==> config.mk <==
export PLATFORM = sky130hd
export DESIGN_NAME = serial_add_ctrl
export DESIGN_NICKNAME = d
export VERILOG_FILES = /design/src/rtl/serial_add_ctrl.sv
export SDC_FILE = /design/constraint.sdc
export NUM_CORES = 1
export LEC_CHECK = 0
export BUFFER_PORTS_ARGS = -buffer_cell sky130_fd_sc_hd__buf_4
export CAP_MARGIN = 20
export CORE_MARGIN = 2
export CORE_UTILIZATION = 47
export DETAILED_ROUTE_END_ITERATION = 8
export PLACE_DENSITY = 0.76
export SYNTH_ARGS = -nofsm -noshare
export SYNTH_HDL_FRONTEND = slang
export SYNTH_SLANG_ARGS = --single-unit
==> constraint.sdc <==
create_clock -name clk -period 2.1 [get_ports clk]
set_clock_uncertainty 0.05 [all_clocks]
set_input_delay 0.42 -clock clk [delete_from_list [all_inputs] [get_ports clk]]
set_output_delay 0.42 -clock clk [all_outputs]
set_load 0.005 [all_outputs]
==> src/rtl/serial_add_ctrl.sv <==
// Bit-serial add/subtract sequencer: W-bit operands pass LSB-first through one
// full-adder cell, with a carry flip-flop linking successive bits.
module serial_add_ctrl #(
    parameter int unsigned W = 8
) (
    input  logic         clk,
    input  logic         rst,
    input  logic         in_valid,
    output logic         in_ready,
    input  logic [W-1:0] a_in,
    input  logic [W-1:0] b_in,
    input  logic         c_in,
    input  logic         sub,
    output logic         out_valid,
    input  logic         out_ready,
    output logic [W-1:0] sum_out,
    output logic         c_out,
    output logic         ovf,
    output logic         busy
);

    localparam int unsigned CNT_W = $clog2(W + 1);

    typedef enum logic [1:0] {IDLE, RUN, DONE} state_t;

    state_t           state;
    logic [W-1:0]     a_sh;
    logic [W-1:0]     b_sh;
    logic [W-1:0]     s_sh;
    logic             carry;
    logic [CNT_W-1:0] cnt;

    logic             fa_s;
    logic             fa_c;
    logic [W-1:0]     s_next;

    // Single full-adder cell plus the sum shift-in (written with shifts so W=1 stays legal)
    always_comb begin
        fa_s   = a_sh[0] ^ b_sh[0] ^ carry;
        fa_c   = (a_sh[0] & b_sh[0]) | (carry & (a_sh[0] ^ b_sh[0]));
        s_next = (s_sh >> 1) | (W'(fa_s) << (W - 1));
    end

    always_ff @(posedge clk or posedge rst) begin
        if (rst) begin
            state     <= IDLE;
            in_ready  <= 1'b1;
            out_valid <= 1'b0;
            busy      <= 1'b0;
            sum_out   <= '0;
            c_out     <= 1'b0;
            ovf       <= 1'b0;
            a_sh      <= '0;
            b_sh      <= '0;
            s_sh      <= '0;
            carry     <= 1'b0;
            cnt       <= '0;
        end else begin
            case (state)
                IDLE: begin
                    if (in_valid) begin
                        // Subtraction is A + ~B + ~c_in
                        a_sh     <= a_in;
                        b_sh     <= sub ? ~b_in : b_in;
                        carry    <= c_in ^ sub;
                        cnt      <= '0;
                        state    <= RUN;
                        in_ready <= 1'b0;
                        busy     <= 1'b1;
                    end
                end
                RUN: begin
                    s_sh  <= s_next;
                    a_sh  <= a_sh >> 1;
                    b_sh  <= b_sh >> 1;
                    carry <= fa_c;
                    cnt   <= cnt + CNT_W'(1);
                    if (cnt == CNT_W'(W - 1)) begin
                        // carry still holds the carry into the MSB on this edge
                        state     <= DONE;
                        out_valid <= 1'b1;
                        sum_out   <= s_next;
                        c_out     <= fa_c;
                        ovf       <= fa_c ^ carry;
                    end
                end
                DONE: begin
                    if (out_ready) begin
                        state     <= IDLE;
                        out_valid <= 1'b0;
                        busy      <= 1'b0;
                        in_ready  <= 1'b1;
                    end
                end
                default: begin
                    state     <= IDLE;
                    out_valid <= 1'b0;
                    busy      <= 1'b0;
                    in_ready  <= 1'b1;
                end
            endcase
        end
    end

endmodule

# ---- Word-level counts from Yosys, hierarchy flattened
# Index checks and enable logic that the tools add are counted.
dict set report word_totals {
  register_bits 44
  input_bits 22
  out_inout_bits 13
  wordCells 58
}
dict set report classes {
  addsub 1
  eq_ne 6
  n_mux 21
  bitwise_logic 11
  reduce_logical 7
}
# op n
set op_table {}
lappend op_table {{case mux 8 bit (2 select lines)} 2}
lappend op_table {{2-to-1 mux 8 bit} 3}
lappend op_table {{case mux 1 bit (3 select lines)} 3}
lappend op_table {{AND reduction 3 bit} 3}
lappend op_table {{NOT 8 bit} 1}
lappend op_table {{bitwise OR 7 x 8 -> 8 bit} 1}
lappend op_table {{case mux 4 bit (2 select lines)} 1}
lappend op_table {{2-to-1 mux 1 bit} 6}
lappend op_table {{2-to-1 mux 2 bit} 3}
lappend op_table {{inequality test 2 bit, second input constant} 3}
lappend op_table {{case mux 2 bit (3 select lines)} 1}
lappend op_table {{adder 4 x 1 -> 4 bit, second input constant} 1}
lappend op_table {{equality test 4 x 3 -> 1 bit, second input constant} 1}
lappend op_table {{2-to-1 mux 4 bit} 1}
lappend op_table {{AND reduction 2 bit} 2}
lappend op_table {{bitwise XOR 1 bit} 4}
lappend op_table {{AND 1 bit} 2}
lappend op_table {{equality test 2 x 1 -> 1 bit, second input constant} 1}
lappend op_table {{equality test 2 bit, second input constant} 1}
lappend op_table {{zero test 2 bit} 1}
lappend op_table {{NOT 1 bit} 2}
lappend op_table {{case mux 1 bit (2 select lines)} 1}
lappend op_table {{nonzero test 2 bit} 1}
lappend op_table {{bitwise OR 1 bit} 1}

# ---- Logic depth before layout (Yosys ltp)
dict set report depth {
  word_depth 4
  ltp_mapped 5
  ltp_nobuf 4
}

# ---- Worst setup path before layout
# Ideal clock, no wire load.
dict set report synth_path {
  path_type {register -> register}
  from {register cnt[0]}
  to {register c_out}
  setup_ns 0.128
  t_arrival_ns 1.280
  required_time_ns 1.922
  path_slack_ns 0.642
  stages_incl_launch_ff 6
  n_path_buf 1
  synth_period_minus_slack_ns 1.458
  path_cell_list {dfrtp_1 > ha_1 > nand2_1 > nor3_2 > buf_6 > mux2_1}
}
dict set report synth_between {
  elab_chain_cells 2
}
# item line
set synth_lines {}
lappend synth_lines {{start: declaration} 31} ;# logic [CNT_W-1:0] cnt;
lappend synth_lines {{start signal: assignment} 77} ;# cnt <= cnt + CNT_W'(1);
lappend synth_lines {{equality test 4 x 3 -> 1 bit} 78} ;# if (cnt == CNT_W'(W - 1)) begin
lappend synth_lines {{AND reduction 2 bit (no line)} n/a}
lappend synth_lines {{end signal: assignment} 51} ;# c_out <= 1'b0;
lappend synth_lines {{end signal: assignment} 83} ;# c_out <= fa_c;
lappend synth_lines {{end: declaration} 17} ;# output logic c_out,
# Every way passes these cells.
# A chain may end at the register's enable or synchronous reset.

# ---- Final worst setup path
dict set report layout_path {
  from {register state[0]}
  to {register b_sh[3]}
}
dict set report layout_between {
  elab_chain_cells 3
  word_cells_on_any_way 6
  classes_between {2 x eq/ne; 1 x mux; 3 x reduce/logical}
}
# item line
set layout_lines {}
lappend layout_lines {{start: declaration} 26} ;# state_t state;
lappend layout_lines {{start signal: assignment} 46} ;# state <= IDLE;
lappend layout_lines {{start signal: assignment} 67} ;# state <= RUN;
lappend layout_lines {{start signal: assignment} 80} ;# state <= DONE;
lappend layout_lines {{equality test 2 x 1 -> 1 bit or zero test 2 bit (tied branches)} 59} ;# case (state)
lappend layout_lines {{nonzero test 2 bit (no line) or inequality test 2 bit (tied branches)} n/a}
lappend layout_lines {{AND reduction 2 bit (no line)} n/a}
lappend layout_lines {{end signal: assignment} 64} ;# b_sh <= sub ? ~b_in : b_in;
lappend layout_lines {{end signal: assignment} 75} ;# b_sh <= b_sh >> 1;
lappend layout_lines {{end: declaration} 28} ;# logic [W-1:0] b_sh;
# Parallel ways exist; a longest one is shown, timed or not.

==> flow_summary.ini <==
[global_route]
grt_start_max_net_pins = 44
grt_pass1_wl_um = 6130
track_usage_pct = 18.1
first_global_vias = 1365
antenna_found_initial = 0
grt-ovfl-total = 0

[power_and_ir_drop]
seqPwrFrac_pct = 42.8
vdd.ir_drop.worst_mv = 0.729
combPwrFrac_pct = 34.7
p_clk_share_pct = 22.5
p_sw_w = 0.00106
netSwitchingFraction_pct = 31.6
leakagePower_nw = 1.13
p_int_w = 0.00230
p_per_area_mw_per_mm2 = 1410

[cts]
cts.clk_slew.worst_paths_ps = 80
cts_inserted_buffers = 5
cts_max_path_buffers = 2
cts_resized = 0
cts_tree = yes
root_buffer = clkbuf_8
ctsHoldBuffers = 0
post_cts_buffers = 0
cts.sinks = 43
cts_max_level = 2
clk_latency_ps = 300

[setup_path]
path_buf_inv = 1
crit_type = flop to flop
critPathMaxStageDelay_ps = 600
crit_family = flip-flops
endpoint_kind = flop
required_ps = 2290
cp_max_fo = 17
cpMaxStageDelayCell = dfrtp_1
startpoint_type = flop
arrival_ps = 1910
path_cells = clkinv_1, nor3b_1, a221o_1

[sta]
slew_viol_final = 0
min_period_over_period_pct = 82.3
finalSetupViolations = 0
slew_headroom_pct = 66.0
worst_pin_slew_ps = 510
fmax_ghz = 0.579
setup-tns-final_ps = 0
rsz0062_at_grt = no
hold_viol_final = 0
finalCriticalPeriod_ps = 1730

[final_layout]
num_antenna_cells = 0
postLayoutCellArea_sq_mm = 0.00238
fillers = 321
final_layout_size_suffix_gt1_share_pct = 30.3
final_cell_mix = dfrtp_1, buf_4, nand2_1, o21ai_0, xor2_1
stdcell_count = 251
final_common_cell = dfrtp_1
areaGrowthSynthToFinish_pct = 23.6
nets = 224

[routing]
drt-total-wl_um = 3620
vias = 1365
drtPass1Iterations = 4
drc = 0
ant_nets = 0
via_per_inst = 5.44
wire_per_inst_um = 14.4
drt_iter0_drc = 78

[floorplanning]
ios = 35
start_util_pct = 48.6
die_y_um = 68.1
rows = 23
dieArea_sq_mm = 0.00463
die-width_um = 68.1
core-area_sq_mm = 0.00397

[yosys]
synth_cell_types = 31
syn_area_sq_mm = 0.00193
syn_area_per_cell_sq_um = 11.9
synth.largest_area_cell = dfrtp_1
synthCells = 162
synth_warnings = 0
synth_fp_nets = 186
yosys.area.top_type_share_pct = 54.5
synth_area_leaders = dfrtp_1, mux2_2, mux2_1
synth-seq-cells = 43
ys_seq_area_share_pct = 55.9

[placement]
io_buffers = 34
dpl_cell_area_sq_mm = 0.00225
place_congestion = 0.775
dp_cells = 243
dp_hpwl_um = 2570

[status]
outcome = finished clean

[min_path]
worstHoldPathType = input port to asynchronous set/reset pin

[flow_run]
maxCapViolCount = 0
## registers in the layout, summed over array words and instances, names as in the netlist
name	cells
busy	1
carry	1
ovf	1
out_valid	1
b_sh	8
state	2
in_ready	1
sum_out	8
s_sh	7
a_sh	8
cnt	4
c_out	1
## cells in the mapped netlist
master,instances
dfrtp_1,42
nand2_1,12
o21ai_0,12
xor2_1,10
mux2_2,9
nor3b_1,9
a221o_1,8
and2_1,8
mux2_1,8
a31oi_1,7
buf_2,6
a21oi_1,4
clkbuf_1,3
inv_1,3
nor2_1,3
a22o_1,2
nand2b_1,2
a21o_1,1
a22oi_1,1
buf_6,1
clkinv_1,1
dfstp_2,1
fa_1,1
ha_1,1
nand3_1,1
nor2_2,1
nor3_1,1
nor3_2,1
o21a_1,1
o21bai_1,1
o31ai_1,1
## per-stage QoR
step,hold WS [ps],power (W),util [%],setup WS (ps)
finish,199,0.00336,60.0,372
global route,239,0.00363,60.0,241
CTS,219,0.00339,60.0,397
detailed placement,425,0.00263,56.6,437
global placement,407,0.00255,56.6,504
floorplan,392,0.00219,-,629
## per-layer routing
metal	track usage, %	up-vias	part of all wire, %
li1	-	653	-
met1	21.7	652	42
met2	30.5	50	50
met3	4.11	10	5.4
met4	9.00	0	2.1
met5	0	-	0
## logic make-up (layout without fill, tap and decap cells)
logic type	after synthesis	after routing	synth area share [%]
muxes	17	17	9.93
buffers and inverters	14	53	3.50
AOI/OAI and AO/OA	38	38	13.4
xor gates and xnor gates	10	10	4.54
adders and majority gates	2	2	1.69
DFF	43	43	55.9
and+or+nand+nor	38	38	11.0
## layout make-up
type	count	area (sq um)	share of cell area, %
flip-flops and latches	43	1080	45.2
multi-input cells	105	783	32.9
repair buffers	41	308	12.9
clock buffers	5	68.8	2.89
clock inverters	3	67.6	2.84
well taps	50	62.6	2.63
inverters	4	15.0	0.630
## path summary, 6_finish.rpt
path                       depth (start not counted)  slack, ps        to  startpoint
setup reg to reg                                   3        370   b_sh[3]    state[0]
hold reg to reg                                    2        440   a_sh[2]     a_sh[2]
min in group clk                                   2        280   a_sh[7]     a_in[7]
max in group asynchronous                          3       1430  in_ready         rst
setup / recovery                                   3        370   b_sh[3]    state[0]
hold / removal                                     3        200   s_sh[7]         rst
## tightest hold or removal path, cell delays in order
cell and delay (ps):
buf_4 110, inv_1 40, buf_4 430
## power by group through the flow
stage / sequential (W) / clock (W) / combinational [W]
6_report: 0.00144 / 0.000757 / 0.00117
3_5_place_dp: 0.00145 / 0 / 0.00118
5_1_grt: 0.00149 / 0.000822 / 0.00132
3_3_place_gp: 0.00143 / 0 / 0.00113
2_1_floorplan: 0.00137 / 0 / 0.000817
4_1_cts: 0.00144 / 0.000766 / 0.00118
Note: power is estimated with default switching activity, not from simulation.
